`config.mk`:
```
export PLATFORM = sky130hd
export DESIGN_NAME = gayle_mc
export DESIGN_NICKNAME = d
export VERILOG_FILES = /design/src/rtl/gayle_mc.sv
export SDC_FILE = /design/constraint.sdc
export NUM_CORES = 1
export LEC_CHECK = 0
export BUFFER_PORTS_ARGS = -buffer_cell sky130_fd_sc_hd__clkbuf_2
export CELL_PAD_IN_SITES_DETAIL_PLACEMENT = 0
export CELL_PAD_IN_SITES_GLOBAL_PLACEMENT = 2
export CORE_MARGIN = 2
export CORE_UTILIZATION = 22
export DETAILED_ROUTE_END_ITERATION = 12
export MAX_ROUTING_LAYER = met4
export PLACE_DENSITY = 0.82
export SYNTH_ARGS = -nofsm -noshare
export SYNTH_HDL_FRONTEND = slang
export SYNTH_SLANG_ARGS = --single-unit
```
`constraint.sdc`:
```
create_clock -name CLKCPU -period 1.7 [get_ports CLKCPU]
set_clock_uncertainty 0.1 [all_clocks]
set_input_delay 0.34 -clock CLKCPU [delete_from_list [all_inputs] [get_ports CLKCPU]]
set_output_delay 0.34 -clock CLKCPU [all_outputs]
set_load 0.02 [all_outputs]
```
`src/rtl/gayle_mc.sv`:
```
// gayle_mc: Gayle-compatible IDE interrupt controller and ID shifter.
// Decodes the $DA8000 register window and the $DE0000 ID window on the
// 68030 local bus. Holds STATUS/INTCHG/INTENA for up to four IDE interrupt
// sources and drives the active-low INT2 request and a registered bus ACK.
// Channel i appears on data bit 7-i in every register.

module gayle_mc #(
    parameter int          NUM_CH       = 2,
    parameter logic [3:0]  GAYLE_ID_VAL = 4'hD,
    parameter logic [16:0] REGS_BASE    = 17'h1B5,
    parameter logic [16:0] ID_BASE      = 17'h1BC,
    parameter logic [3:0]  LEVEL_MASK   = 4'b0000
) (
    input  logic              CLKCPU,
    input  logic              RESET,
    input  logic              AS20,
    input  logic              DS20,
    input  logic              RW,
    input  logic [31:0]       A,
    input  logic [7:0]        DIN,
    input  logic [NUM_CH-1:0] IDE_INT,
    output logic [7:0]        DOUT,
    output logic              ACCESS,
    output logic              ACK,
    output logic              INT2
);

    typedef enum logic [1:0] {
        S_IDLE,
        S_ACT,
        S_HOLD
    } bus_state_e;

    typedef enum logic [1:0] {
        R_STATUS = 2'd0,
        R_INTCHG = 2'd1,
        R_INTENA = 2'd2,
        R_RSVD   = 2'd3
    } reg_sel_e;

    // 1 = channel follows the synchronised level, 0 = latches rising edges.
    localparam logic [NUM_CH-1:0] LVL = LEVEL_MASK[NUM_CH-1:0];

    // Place the channel vector onto the byte lane (channel i -> bit 7-i).
    function automatic logic [7:0] ch_to_byte(input logic [NUM_CH-1:0] v);
        logic [7:0] b;
        b = '0;
        for (int i = 0; i < NUM_CH; i++) begin
            b[7-i] = v[i];
        end
        return b;
    endfunction

    // Extract the channel vector from the byte lane.
    function automatic logic [NUM_CH-1:0] byte_to_ch(input logic [7:0] b);
        logic [NUM_CH-1:0] v;
        v = '0;
        for (int i = 0; i < NUM_CH; i++) begin
            v[i] = b[7-i];
        end
        return v;
    endfunction

    bus_state_e        state_q, state_d;
    logic              ds_prev_q, ds_prev_d;
    logic [NUM_CH-1:0] sync1_q, sync1_d;
    logic [NUM_CH-1:0] sync2_q, sync2_d;
    logic [NUM_CH-1:0] hist_q, hist_d;
    logic [NUM_CH-1:0] intchg_q, intchg_d;
    logic [NUM_CH-1:0] intena_q, intena_d;
    logic [3:0]        id_q, id_d;
    logic [7:0]        dout_q, dout_d;
    logic              ack_q, ack_d;
    logic              int2_q, int2_d;

    logic              hit_regs;
    logic              hit_id;
    logic              sel_id;
    reg_sel_e          reg_sel;
    logic              do_rd;
    logic              do_wr;
    logic [NUM_CH-1:0] din_ch;
    logic [NUM_CH-1:0] rise;
    logic [NUM_CH-1:0] keep;

    // Address bits below the window that select nothing, and unmapped lanes.
    logic              unused_bits;
    assign unused_bits = ^{A[14], A[11:0], DIN};

    assign hit_regs = (A[31:15] == REGS_BASE);
    assign hit_id   = (A[31:15] == ID_BASE);
    assign ACCESS   = ~(hit_regs | hit_id);
    assign sel_id   = A[18];
    assign reg_sel  = reg_sel_e'(A[13:12]);
    assign do_rd    = (state_q == S_ACT) && RW;
    assign do_wr    = (state_q == S_ACT) && !RW;
    assign din_ch   = byte_to_ch(DIN);
    assign rise     = sync2_q & ~hist_q;

    // Bus-cycle sequencing: one action per strobe edge, ACK while holding.
    always_comb begin
        // NOTE: defaults assigned first so no path leaves a signal unassigned (no latch).
        state_d   = state_q;
        ds_prev_d = DS20;
        unique case (state_q)
            S_IDLE: begin
                if (!AS20 && !DS20 && !ACCESS && ds_prev_q) begin
                    state_d = S_ACT;
                end
            end
            S_ACT:  state_d = S_HOLD;
            S_HOLD: begin
                if (AS20 || DS20) begin
                    state_d = S_IDLE;
                end
            end
            default: state_d = S_IDLE;
        endcase
        ack_d = (state_d == S_HOLD);
    end

    // Register file, interrupt bookkeeping and the ID shifter.
    always_comb begin
        sync1_d  = IDE_INT;
        sync2_d  = sync1_q;
        hist_d   = sync2_q;
        intena_d = intena_q;
        id_d     = id_q;
        dout_d   = dout_q;
        keep     = '1;

        if (do_wr) begin
            if (sel_id) begin
                id_d = GAYLE_ID_VAL;
            end else begin
                case (reg_sel)
                    R_INTCHG: keep     = din_ch;
                    R_INTENA: intena_d = din_ch;
                    default:  ;
                endcase
            end
        end

        if (do_rd) begin
            if (sel_id) begin
                dout_d = {id_q[3], 7'b0};
                id_d   = {id_q[2:0], 1'b1};
            end else begin
                case (reg_sel)
                    R_STATUS: dout_d = ch_to_byte(sync2_q);
                    R_INTCHG: dout_d = ch_to_byte(intchg_q);
                    R_INTENA: dout_d = ch_to_byte(intena_q);
                    default:  dout_d = '0;
                endcase
            end
        end

        // Edge channels: clear-by-write, but a new edge in the same cycle wins.
        intchg_d = (LVL & sync2_q) | (~LVL & ((intchg_q & keep) | rise));
        int2_d   = ~|(intchg_q & intena_q);
    end

    // All state, with synchronous reset; synchronisers reset high so no edge on exit.
    always_ff @(posedge CLKCPU) begin
        // NOTE: non-blocking so every flop samples the values from before this edge.
        if (RESET) begin
            state_q   <= S_IDLE;
            ds_prev_q <= 1'b0;
            sync1_q   <= '1;
            sync2_q   <= '1;
            hist_q    <= '1;
            intchg_q  <= '0;
            intena_q  <= '0;
            id_q      <= GAYLE_ID_VAL;
            dout_q    <= '0;
            ack_q     <= 1'b0;
            int2_q    <= 1'b1;
        end else begin
            state_q   <= state_d;
            ds_prev_q <= ds_prev_d;
            sync1_q   <= sync1_d;
            sync2_q   <= sync2_d;
            hist_q    <= hist_d;
            intchg_q  <= intchg_d;
            intena_q  <= intena_d;
            id_q      <= id_d;
            dout_q    <= dout_d;
            ack_q     <= ack_d;
            int2_q    <= int2_d;
        end
    end

    assign DOUT = dout_q;
    assign ACK  = ack_q;
    assign INT2 = int2_q;

endmodule

```
* Word level (Yosys, flattened, before mapping)
Index checks and enable logic that the tools add are counted.
Cells by class: bitwise operators 8, mux-type cells 12, eq/ne operators 7, reductions and logical operators 14
Operators by type and width (number):
- 17-bit by 9-bit == test with 1-bit output, second input constant | 2
- 8-bit one-hot mux with 3 select lines | 1
- 4-bit 2-to-1 mux | 4
- 2-bit 2-to-1 mux | 5
- 8-bit 2-to-1 mux | 1
- 2-bit AND | 3
- 2-bit == test, second input constant | 3
- 2-bit one-hot mux with 3 select lines | 1
- 1-bit logical AND | 5
- 2-bit by 1-bit == test with 1-bit output, second input constant | 2
- 1-bit zero test | 4
- 2-bit zero test | 2
- 3-bit AND reduction | 1
- 1-bit inverter | 2
- 2-bit inverter | 1
- 2-bit bitwise OR | 1
- 2-bit OR reduction | 1
- 1-bit logical OR | 1
- 1-bit bitwise OR | 1
Storage, ports and cells: logic and storage cells 52, flip-flop bits (word level) 27

* Depth between registers and ports, before layout
depth in word-level cells 7, gate-level depth with buffers 3, depth with buffers taken out 3

* Worst setup path after synthesis
Ideal clock, no wire load.
path kind input-to-reg, from input A[18], to register intchg_q[0], setup time 0.131 ns, path slack 0.274 ns, stages on the path 3, buffers on the path 0, arrival time 1.195 ns, cells stage by stage or4b_4 o41ai_1 a21oi_1
Between the ends: cells in the longest elaborated chain, start to end 4
RTL lines:
- start: declaration | line 19 | input logic [31:0] A,
- 2-bit 2-to-1 mux | line 133 | if (sel_id) begin
- 2-bit 2-to-1 mux | line 132 | if (do_wr) begin
- 2-bit AND | line 159 | intchg_d = (LVL & sync2_q) | (~LVL & ((intchg_q & keep) | rise));
- 2-bit bitwise OR | line 159
- end signal: assignment | line 184 | intchg_q <= intchg_d;
- end: declaration | line 69 | logic [NUM_CH-1:0] intchg_q, intchg_d;
Every way passes these cells. A chain may end at the register's enable or synchronous reset.

* Final worst setup path
from input A[26], to output ACCESS
Between the ends: cells in the longest elaborated chain, start to end 3
RTL lines:
- 17-bit by 9-bit == test with 1-bit output (on tied branches) | line 90, 91
- 1-bit bitwise OR * | line 92 | assign ACCESS = ~(hit_regs | hit_id);
- 1-bit inverter * | line 92
- end: declaration | line 23 | output logic ACCESS,
Mark *: on every way between the ends. The rest lies on a longest branch, timed or not.

==> results by group <==
Detailed routing
  • DRT Wirelength: 1822 µm
  • Vias: 752
  • 1st-iter DRT viols: 15
  • DR pass1 iterations: 4
  • Routed Antenna Nets: 0
  • Vias per cell: 4.225
  • # DRC: 0
  • DR WL/cell: 10.24 µm

Setup path
  • Reg-to-reg critical path endpoint: intchg_q[1]
  • Reg-to-Reg Start: state_q[1]
  • Worst setup SP type: input port
  • CP Max Fanout: 2
  • Critical path required time: 1260 ps
  • Worst reg2reg setup slack: 240 ps
  • Crit Path Class: in2out
  • WP data arrival: between 1000 and 1500 ps
  • Reg2reg path depth: 3
  • Setup crit start: A[26]
  • CP Capture Type: output pin

Clock network
  • Resize count post-CTS: 0
  • Clk root buf: clkbuf_8
  • CTS H-Tree Depth: 1
  • Post-CTS Setup Bufs: 0
  • TritonCTS Sinks: 21
  • Clk slew on worst S/H paths: roughly 80 ps
  • Number of buffers inserted during clock tree synthesis: 3
  • Worst-skew pair later-pin latency: between 200 and 300 ps
  • CTS tree: yes
  • Hold buffers post-CTS: 0
  • CTS Buffer Depth: 2

STA
  • Period utilization: 92.87%
  • Fin Hold WS: roughly 150 ps
  • Final min period: about 1600 ps
  • Setup tns final: 0 ps
  • F_max: 633.4 MHz
  • Final worst slack: 121.2 ps
  • Final setup fails: 0
  • RSZ-0062 raised after global routing: false
  • Slew Viols, Final: 0
  • Final hold vios: 0

Hold path
  • Min-Delay Path Depth: 2
  • Hold crit path type: in2reg
  • Min-delay src: IDE_INT[0]
  • Hold endpoint: sync1_q[0]

Die
  • Core Region: 0.003971 mm²
  • I/O pin cnt: 58
  • Die width: 68.13 µm
  • Die Height: 68.13 µm
  • Row cnt: 23
  • Starting density of the core: 22.78%
  • Die area: 0.004641 mm²

Run status
  • Status: complete, no violations

Pwr
  • Pwr Density: between 700 and 800 mW/mm²
  • Static leakage: between 0.0004 and 0.0005 µW
  • Maximum vdd ir drop: 0.2528 mV

Synthesis
  • EDFF count, synth: 0
  • Async SR Flop Fraction: 0%
  • Synth area leader: dfxtp_1
  • Synth area leaders: dfxtp_1 (46%), buf_4 (5.0%), or2_2 (4.8%)
  • Post-synthesis cell count: about 90
  • Area share of the largest cell type after synthesis: a little under half
  • Dominant synthesized flop cell: dfxtp_1
  • Synthesized area: 904.6 µm²
  • Syn Area/Cell: 9.833 µm²
  • Yosys cell types: 31
  • Post-synthesis sequential area ratio: 46.47%
  • Top-count cell post-synth: dfxtp_1
  • Yosys reg bits: 21
  • Synth Warn #: 0
  • Synth top cells by count: dfxtp_1 (21), or2_2 (7), buf_4 (6)

Global route
  • First-pass GRT wire length: 2932 µm
  • Top Usage Layer GRT: met2
  • Gr ovfl total: 0
  • Vias in the first global route: 724
  • GR Util met2: around 15%
  • Met1 usage: 9.481%
  • Largest net degree at the start of global routing: 13
  • Met3 usage: under 10%
  • Initial antenna violation count: 0
  • Gr usage total: 8.645%

Cells and area
  • Fin area: 0.001175 mm²
  • Layout cells sized above 1: 39.84%
  • # fillers: 436
  • Diodes inserted: 0
  • Nets: between 150 and 200
  • Area Growth Syn to Fin: 29.88%

Flow run
  • Max Cap Viol: 0

Placement
  • Post-place instance area: roughly 0.0011 mm²
  • Setup WS pre-CTS: ~33 ps
  • DP Wirelength: 1461 µm
  • IO buf count: 32
  • Final Wtd Congestion: 0.6782
-- cell type report --
type	count	area, µm²	share of cell area (%)
clock buffer	3	41.29	3.514
multi-input combinational	67	459.2	39.08
clock inverter	1	5.005	0.4260
tap	50	62.56	5.325
inverter	1	3.754	0.3195
sequential	21	420.4	35.78
timing repair buffer	35	182.7	15.55
-- logic make-up after synthesis --
group / Yosys count / synth area share, %
and+or+nand+nor: 39 / 28.77
DFF: 21 / 46.47
AOI/OAI and AO/OA: 17 / 12.72
buffers and inverters: 9 / 6.224
muxes: 4 / 4.426
xor gates and xnor gates: 1 / 0.9684
other: 1 / 0.4145
-- power by group --
group | switching (µW) | leakage, µW | internal (µW) | total, µW
clock | 158 | 0.0000255 | 163 | 321
combinational | 45.7 | 0.000298 | 45.7 | 91.4
sequential | 3.39 | 0.000171 | 500 | 503
-- through the flow --
stage	utilization (%)	instances	power, µW
5_1_grt	29.58	178	961.3
2_1_floorplan	-	97	568.0
4_1_cts	29.27	178	924.5
6_report	29.58	178	916.1
3_5_place_dp	28.10	174	604.4
3_3_place_gp	28.10	174	602.8
-- per-layer routing --
metal | share of wire (%) | wire length [µm] | vias to the layer above
met5 | 0 | 0 | -
met1 | 43 | 789 | 333
li1 | - | - | 392
met2 | 50 | 902 | 25
met4 | 1.5 | 27 | 0
met3 | 5.6 | 102 | 2
-- worst max-delay path by stage --
stage,end,slack [ps],depth (start not counted)
after floorplan,intchg_q[0],270,3
after global placement,intchg_q[0],70,4
after detailed placement,ACCESS,30,5
after CTS,ACCESS,30,5
after global routing,ACCESS,5,5
final,ACCESS,120,5
-- critical path: stages --
cell and delay, ps:
clkbuf_2 90, nor4b_2 270, nand3_1 120, nand2b_1 150, clkbuf_2 170
-- placed cells by master (no fill, tap or decap), types with 2 or more instances in the layout --
master	count
a21oi_1	5
or2_2	7
and4b_1	2
nor2_1	4
dfxtp_1	21
mux2i_1	4
o21bai_1	2
a2bb2oi_1	2
nand2b_1	4
nor4b_2	2
o41ai_1	2
clkbuf_8	3
buf_4	3
conb_1	6
nand3b_1	3
nor2b_1	2
nand3_1	4
o21ai_0	3
nor3b_1	3
clkbuf_2	32
(Power assumes the default switching activity.)
